`config.mk`:
```
export PLATFORM = sky130hd
export DESIGN_NAME = target_port_burst
export DESIGN_NICKNAME = d
export VERILOG_FILES = /design/src/rtl/target_port_burst.sv
export SDC_FILE = /design/constraint.sdc
export NUM_CORES = 1
export LEC_CHECK = 0
export CAP_MARGIN = 20
export CORE_MARGIN = 8
export CORE_UTILIZATION = 45
export CTS_CLUSTER_SIZE = 30
export DETAILED_ROUTE_END_ITERATION = 7
export PLACE_DENSITY = 0.81
export SYNTH_ARGS = -nofsm -noshare
export SYNTH_HDL_FRONTEND = slang
export SYNTH_SLANG_ARGS = --single-unit
```
`constraint.sdc`:
```
create_clock -name clk -period 2.1 [get_ports clk]
set_clock_uncertainty 0.15 [all_clocks]
set_input_delay 0.21 -clock clk [delete_from_list [all_inputs] [get_ports clk]]
set_output_delay 0.21 -clock clk [all_outputs]
set_load 0.1 [all_outputs]
```
`src/rtl/target_port_burst.sv`:
```
// Target-side serial bus port with parametrised widths and multi-beat bursts.
// Deserialises header and write beats, issues auto-incrementing target accesses, serialises read data.
module target_port_burst #(
    parameter int ADDR_WIDTH = 16,
    parameter int DATA_WIDTH = 8,
    parameter int LEN_BITS   = 2
) (
    input  logic                  clk,
    input  logic                  rst_n,
    input  logic                  decoder_valid,
    input  logic                  bus_rw,
    input  logic                  bus_data_in,
    input  logic                  bus_data_in_valid,
    input  logic                  bus_mode,
    output logic                  bus_data_out,
    output logic                  bus_data_out_valid,
    output logic                  bus_target_ready,
    output logic                  bus_target_ack,
    output logic                  bus_target_rw,
    output logic                  burst_done,
    output logic                  overrun_err,
    output logic [ADDR_WIDTH-1:0] target_addr_in,
    output logic                  target_addr_in_valid,
    output logic [DATA_WIDTH-1:0] target_data_in,
    output logic                  target_data_in_valid,
    output logic                  target_rw,
    input  logic [DATA_WIDTH-1:0] target_data_out,
    input  logic                  target_data_out_valid,
    input  logic                  target_ack,
    input  logic                  target_ready
);

    localparam int HDR_BITS = ADDR_WIDTH + LEN_BITS;
    localparam int HCW      = $clog2(HDR_BITS + 1);
    localparam int DCW      = $clog2(DATA_WIDTH + 1);

    typedef enum logic [2:0] {
        IDLE,
        HDR,
        WDATA,
        WREQ,
        RREQ,
        RSHIFT,
        DONE
    } state_t;

    state_t                 state;
    logic [HDR_BITS-2:0]    hdr_sr;
    logic [HCW-1:0]         hdr_cnt;
    logic [DATA_WIDTH-2:0]  din_sr;
    logic [DCW-1:0]         din_cnt;
    logic [DATA_WIDTH-1:0]  skid;
    logic                   skid_full;
    logic [LEN_BITS-1:0]    beats_left;
    logic [DATA_WIDTH-2:0]  rd_sr;
    logic [DCW-1:0]         rd_cnt;

    logic                   hdr_bit;
    logic                   dat_bit;
    logic                   hdr_last;
    logic                   din_last;
    logic                   word_done;
    logic [HDR_BITS-1:0]    hdr_next;
    logic [DATA_WIDTH-1:0]  din_next;

    assign bus_target_ready = target_ready;
    assign bus_target_ack   = target_ack;
    assign bus_target_rw    = target_rw;

    // Shift registers hold only the bits already received; the live bit completes the word.
    assign hdr_bit   = decoder_valid && bus_data_in_valid && !bus_mode;
    assign dat_bit   = decoder_valid && bus_data_in_valid && bus_mode;
    assign hdr_next  = {bus_data_in, hdr_sr};
    assign din_next  = {bus_data_in, din_sr};
    assign hdr_last  = (hdr_cnt == HCW'(HDR_BITS - 1));
    assign din_last  = (din_cnt == DCW'(DATA_WIDTH - 1));
    assign word_done = dat_bit && din_last;

    always_ff @(posedge clk) begin
        if (!rst_n) begin
            state                <= IDLE;
            hdr_sr               <= '0;
            hdr_cnt              <= '0;
            din_sr               <= '0;
            din_cnt              <= '0;
            skid                 <= '0;
            skid_full            <= 1'b0;
            beats_left           <= '0;
            rd_sr                <= '0;
            rd_cnt               <= '0;
            bus_data_out         <= 1'b0;
            bus_data_out_valid   <= 1'b0;
            burst_done           <= 1'b0;
            overrun_err          <= 1'b0;
            target_addr_in       <= '0;
            target_addr_in_valid <= 1'b0;
            target_data_in       <= '0;
            target_data_in_valid <= 1'b0;
            target_rw            <= 1'b0;
        end else if (state != IDLE && !decoder_valid) begin
            state                <= IDLE;
            hdr_cnt              <= '0;
            din_cnt              <= '0;
            skid_full            <= 1'b0;
            bus_data_out         <= 1'b0;
            bus_data_out_valid   <= 1'b0;
            burst_done           <= 1'b0;
            target_addr_in_valid <= 1'b0;
            target_data_in_valid <= 1'b0;
        end else begin
            case (state)
                IDLE: begin
                    if (hdr_bit) begin
                        state     <= HDR;
                        target_rw <= bus_rw;
                        hdr_sr    <= hdr_next[HDR_BITS-1:1];
                        hdr_cnt   <= HCW'(1);
                        din_cnt   <= '0;
                        skid_full <= 1'b0;
                    end
                end

                HDR: begin
                    if (hdr_bit) begin
                        hdr_sr <= hdr_next[HDR_BITS-1:1];
                        if (hdr_last) begin
                            hdr_cnt        <= '0;
                            target_addr_in <= hdr_next[ADDR_WIDTH-1:0];
                            beats_left     <= hdr_next[HDR_BITS-1 -: LEN_BITS];
                            if (target_rw) begin
                                state <= WDATA;
                            end else begin
                                state                <= RREQ;
                                target_addr_in_valid <= target_ready;
                            end
                        end else begin
                            hdr_cnt <= hdr_cnt + 1'b1;
                        end
                    end
                end

                WDATA: begin
                    if (dat_bit) begin
                        din_sr  <= din_next[DATA_WIDTH-1:1];
                        din_cnt <= din_last ? '0 : din_cnt + 1'b1;
                        if (din_last) begin
                            state                <= WREQ;
                            target_data_in       <= din_next;
                            target_addr_in_valid <= target_ready;
                            target_data_in_valid <= target_ready;
                        end
                    end
                end

                // Incoming beats keep landing in the skid buffer while the current beat waits for ack;
                // a beat that completes on the ack edge goes straight to the request registers.
                WREQ: begin
                    if (dat_bit) begin
                        din_sr  <= din_next[DATA_WIDTH-1:1];
                        din_cnt <= din_last ? '0 : din_cnt + 1'b1;
                    end
                    if (target_addr_in_valid && target_ack) begin
                        target_addr_in_valid <= 1'b0;
                        target_data_in_valid <= 1'b0;
                        if (beats_left == '0) begin
                            state      <= DONE;
                            burst_done <= 1'b1;
                            skid_full  <= 1'b0;
                        end else begin
                            beats_left     <= beats_left - 1'b1;
                            target_addr_in <= target_addr_in + 1'b1;
                            if (skid_full) begin
                                target_data_in       <= skid;
                                target_addr_in_valid <= target_ready;
                                target_data_in_valid <= target_ready;
                                skid_full            <= word_done;
                                if (word_done) begin
                                    skid <= din_next;
                                end
                            end else if (word_done) begin
                                target_data_in       <= din_next;
                                target_addr_in_valid <= target_ready;
                                target_data_in_valid <= target_ready;
                            end else begin
                                state <= WDATA;
                            end
                        end
                    end else begin
                        if (!target_addr_in_valid && target_ready) begin
                            target_addr_in_valid <= 1'b1;
                            target_data_in_valid <= 1'b1;
                        end
                        if (word_done) begin
                            if (skid_full) begin
                                overrun_err <= 1'b1;
                            end else begin
                                skid      <= din_next;
                                skid_full <= 1'b1;
                            end
                        end
                    end
                end

                RREQ: begin
                    if (target_addr_in_valid && target_data_out_valid) begin
                        state                <= RSHIFT;
                        target_addr_in_valid <= 1'b0;
                        rd_sr                <= target_data_out[DATA_WIDTH-1:1];
                        rd_cnt               <= '0;
                        bus_data_out         <= target_data_out[0];
                        bus_data_out_valid   <= 1'b1;
                    end else if (!target_addr_in_valid && target_ready) begin
                        target_addr_in_valid <= 1'b1;
                    end
                end

                RSHIFT: begin
                    if (rd_cnt == DCW'(DATA_WIDTH - 1)) begin
                        bus_data_out       <= 1'b0;
                        bus_data_out_valid <= 1'b0;
                        if (beats_left == '0) begin
                            state      <= DONE;
                            burst_done <= 1'b1;
                        end else begin
                            state                <= RREQ;
                            beats_left           <= beats_left - 1'b1;
                            target_addr_in       <= target_addr_in + 1'b1;
                            target_addr_in_valid <= target_ready;
                        end
                    end else begin
                        bus_data_out <= rd_sr[0];
                        rd_sr        <= rd_sr >> 1;
                        rd_cnt       <= rd_cnt + 1'b1;
                    end
                end

                DONE: begin
                    burst_done <= 1'b0;
                    state      <= IDLE;
                end

                default: state <= IDLE;
            endcase
        end
    end

endmodule

```
==> qor.yml <==
hpwl_mm: 8.70
cp.depth: 7
maxCapViolCount: 0
crit_path_start_kind: "flip-flop"
path_max_fanout: 6
async_flop_share_pct: 0
port-buffer-count: 51
worstMarginPinSlew_ns: 0.334
wl_mm: 12.1
dr_total_vias: 4326
fillCellCount: 837
cp_slowest_cell: "or4_4"
grt_max_degree: 52
grt_pass1_vias: 4257
holdWs_ns: 0.326
slew_viol_final: 0
cp.arrival_ns: 2.23
status: "complete, but fails checks"
die_height_um: 115
violations: "setup timing"
p_per_area_nw_per_um2: 570
worst_slack_ns: -0.0278
ant_nets: 0
cp-end-kind: "flip-flop"
cts_buffer_depth: 2
finalPower_w: 0.00332
post-route-drc-count: 0
stdcell_count: 763
drive_gt1_share_pct: 29.4
synthFlopType: "dfxtp_1"
drt_iter0_drc: 301
root_buffer: "clkbuf_8"
multi_input_area_um2: 2530
cts_tree: "yes"
drt-pass1-iter-count: 5
area_growth_pct: 32.9
worstPathRequired_ns: 2.20
dieArea_um2: 13100
period_minus_slack_ns: 2.13
crit_chain: "ha_2 -> nand3b_1 -> nor2b_4 -> or4_4 -> buf_12 -> o211ai_1 -> o31ai_1"
antenna_found_initial: 0
hold_viol_final: 0
slew_headroom_pct: 77.6
reg2regPathDepth: 7
viasPerCell: 5.67
grt-ovfl-total: 0
min_path_type: "flip-flop to flip-flop"
fin_crit_sh_pct: 101
grt_usage_pct: 18.5
slowest_delay_ns: 0.63
whs_path_depth: 2
syn_avg_cell_area_um2: 8.26
ys_top_cells_by_count: "89 x dfxtp_1, 71 x nand2_1, 61 x nor2_1"
synth-seq-area-share_pct: 40.7
synth_enable_flop_cells: 0
dp_slack_ns: -0.352
die_w_um: 115
ys_types: 65
ir_drop_mv: 0.339
synth.top_cell.area_share_pct: 40.7
path_buf_inv: 1
setup_viol_count_final: 6
clk_pin_slew_ns: 0.10
yosys_warnings: 0
synthTopCellsByArea: "dfxtp_1 41%, mux2i_1 7.1%, nand2_1 6.1%"
synthCells: 530
clk_latency_ns: 0.36
yosys_register_bits: 89
wire_per_inst_um: 15.8
layout.nets: 649
tns_ns: -0.0987
ioPinCount: 52
critical_path_class: "flip-flop to flip-flop"
mappedNetlistArea_um2: 4380
cpLargestDelayFamily: "simple AND/OR/NAND/NOR gates"
yosysTopAreaCell: "dfxtp_1"
cts_sinks: 89
diodes: 0
start_util_pct: 45.6
power.leakage_nw: 2.20
core_um2: 9590
cts_made_buffers: 9
grt_pass1_wl_mm: 19.9
seq_area_um2: 1820
gp_congestion: 0.977
cts_max_level: 3
yosysMostFrequentCell: "dfxtp_1"
grt_setup_unrepaired: "yes"
clock.fmax_ghz: 0.470
dp_cells: 743
synth_nets: 554
rows: 36
## flip-flops by register name, indices dropped and copies added, names as in the netlist, 5 cells and up
register / flops
rd_sr: 7
hdr_sr: 17
skid: 8
hdr_cnt: 5
target_data_in: 8
din_sr: 7
target_addr_in: 16
## cells in the final DEF (no fill, tap or decap), drive strengths merged, types with 3 or more instances in the layout
cell type	n
clkbuf	10
or4	4
a211oi	17
a32oi	3
mux2i	31
nor2b	6
o211ai	6
inv	12
and2	3
a31oi	7
nand2	71
a21oi	50
dfxtp	89
ha	6
nand3	14
nand2b	3
o32ai	3
and3	5
o22ai	5
o31ai	5
nor2	61
nor4	5
a311oi	5
nor3	11
buf	109
or3	3
o21ai	21
nand3b	6
clkdlybuf4s50	17
## final timing paths
kind / start / endpoint / slack (ns)
setup reg to reg: rd_cnt[0]$_SDFFE_PN0P_ / target_addr_in[13]$_SDFFE_PN0P_ / -0.03
hold / removal: hdr_sr[15]$_SDFFE_PN0P_ / hdr_sr[14]$_SDFFE_PN0P_ / 0.33
setup / recovery: rd_cnt[0]$_SDFFE_PN0P_ / target_addr_in[13]$_SDFFE_PN0P_ / -0.03
hold reg to reg: hdr_sr[15]$_SDFFE_PN0P_ / hdr_sr[14]$_SDFFE_PN0P_ / 0.33
## per-stage QoR
stage | area [µm²] | util [%]
floorplan | 4460 | -
global placement | 5460 | 56.9
detailed placement | 5460 | 56.9
CTS | 5720 | 59.6
global route | 5820 | 60.7
finish | 5820 | 60.7
## tightest hold or removal path: stages (launching register included)
cell and delay, ns:
dfxtp_1 0.34, nand2_1 0.05, a21oi_1 0.05
## where the power goes
group / switching, W / total [W] / internal [W]
logic: 0.000297 / 0.000493 / 0.000196
registers: 0.0000236 / 0.00173 / 0.00170
clock network: 0.000654 / 0.00110 / 0.000446
## layer usage
layer  vias to the layer above  share of wire [%]  track usage [%]  wire [µm]
met5                         -                  0                0          0
met4                         0                2.3             7.54        272
met2                       136                 50             32.4       6020
met3                        24                5.0             3.38        603
met1                      2044                 43             21.6       5160
li1                       2122                  -                -          -
## kinds of logic after synthesis
group / after synthesis / synth area share, %
DFF: 89 / 40.7
AOI/OAI and AO/OA: 146 / 22.3
and+or+nand+nor: 205 / 22.2
buffers and inverters: 50 / 5.29
muxes: 32 / 7.34
adders and majority gates: 6 / 1.71
xor gates and xnor gates: 2 / 0.400
## final cells by class
cell class | count | share of cell area, %
clock buffers | 10 | 2.19
clock inverters | 6 | 0.796
inverters | 8 | 0.559
flip-flops and latches | 89 | 31.3
multi-input cells | 391 | 43.4
well taps | 133 | 2.86
repair buffers | 126 | 18.9
## timing repair
item                                    CTS  global route
gates resized for setup                  17            26
cloned                                    1             1
buffers inserted                          2             0
endpoints found under the setup margin   19            34
pin swaps                                 2             5
hold buffers                              0             0
No activity file was read; power rests on OpenSTA's default activity.
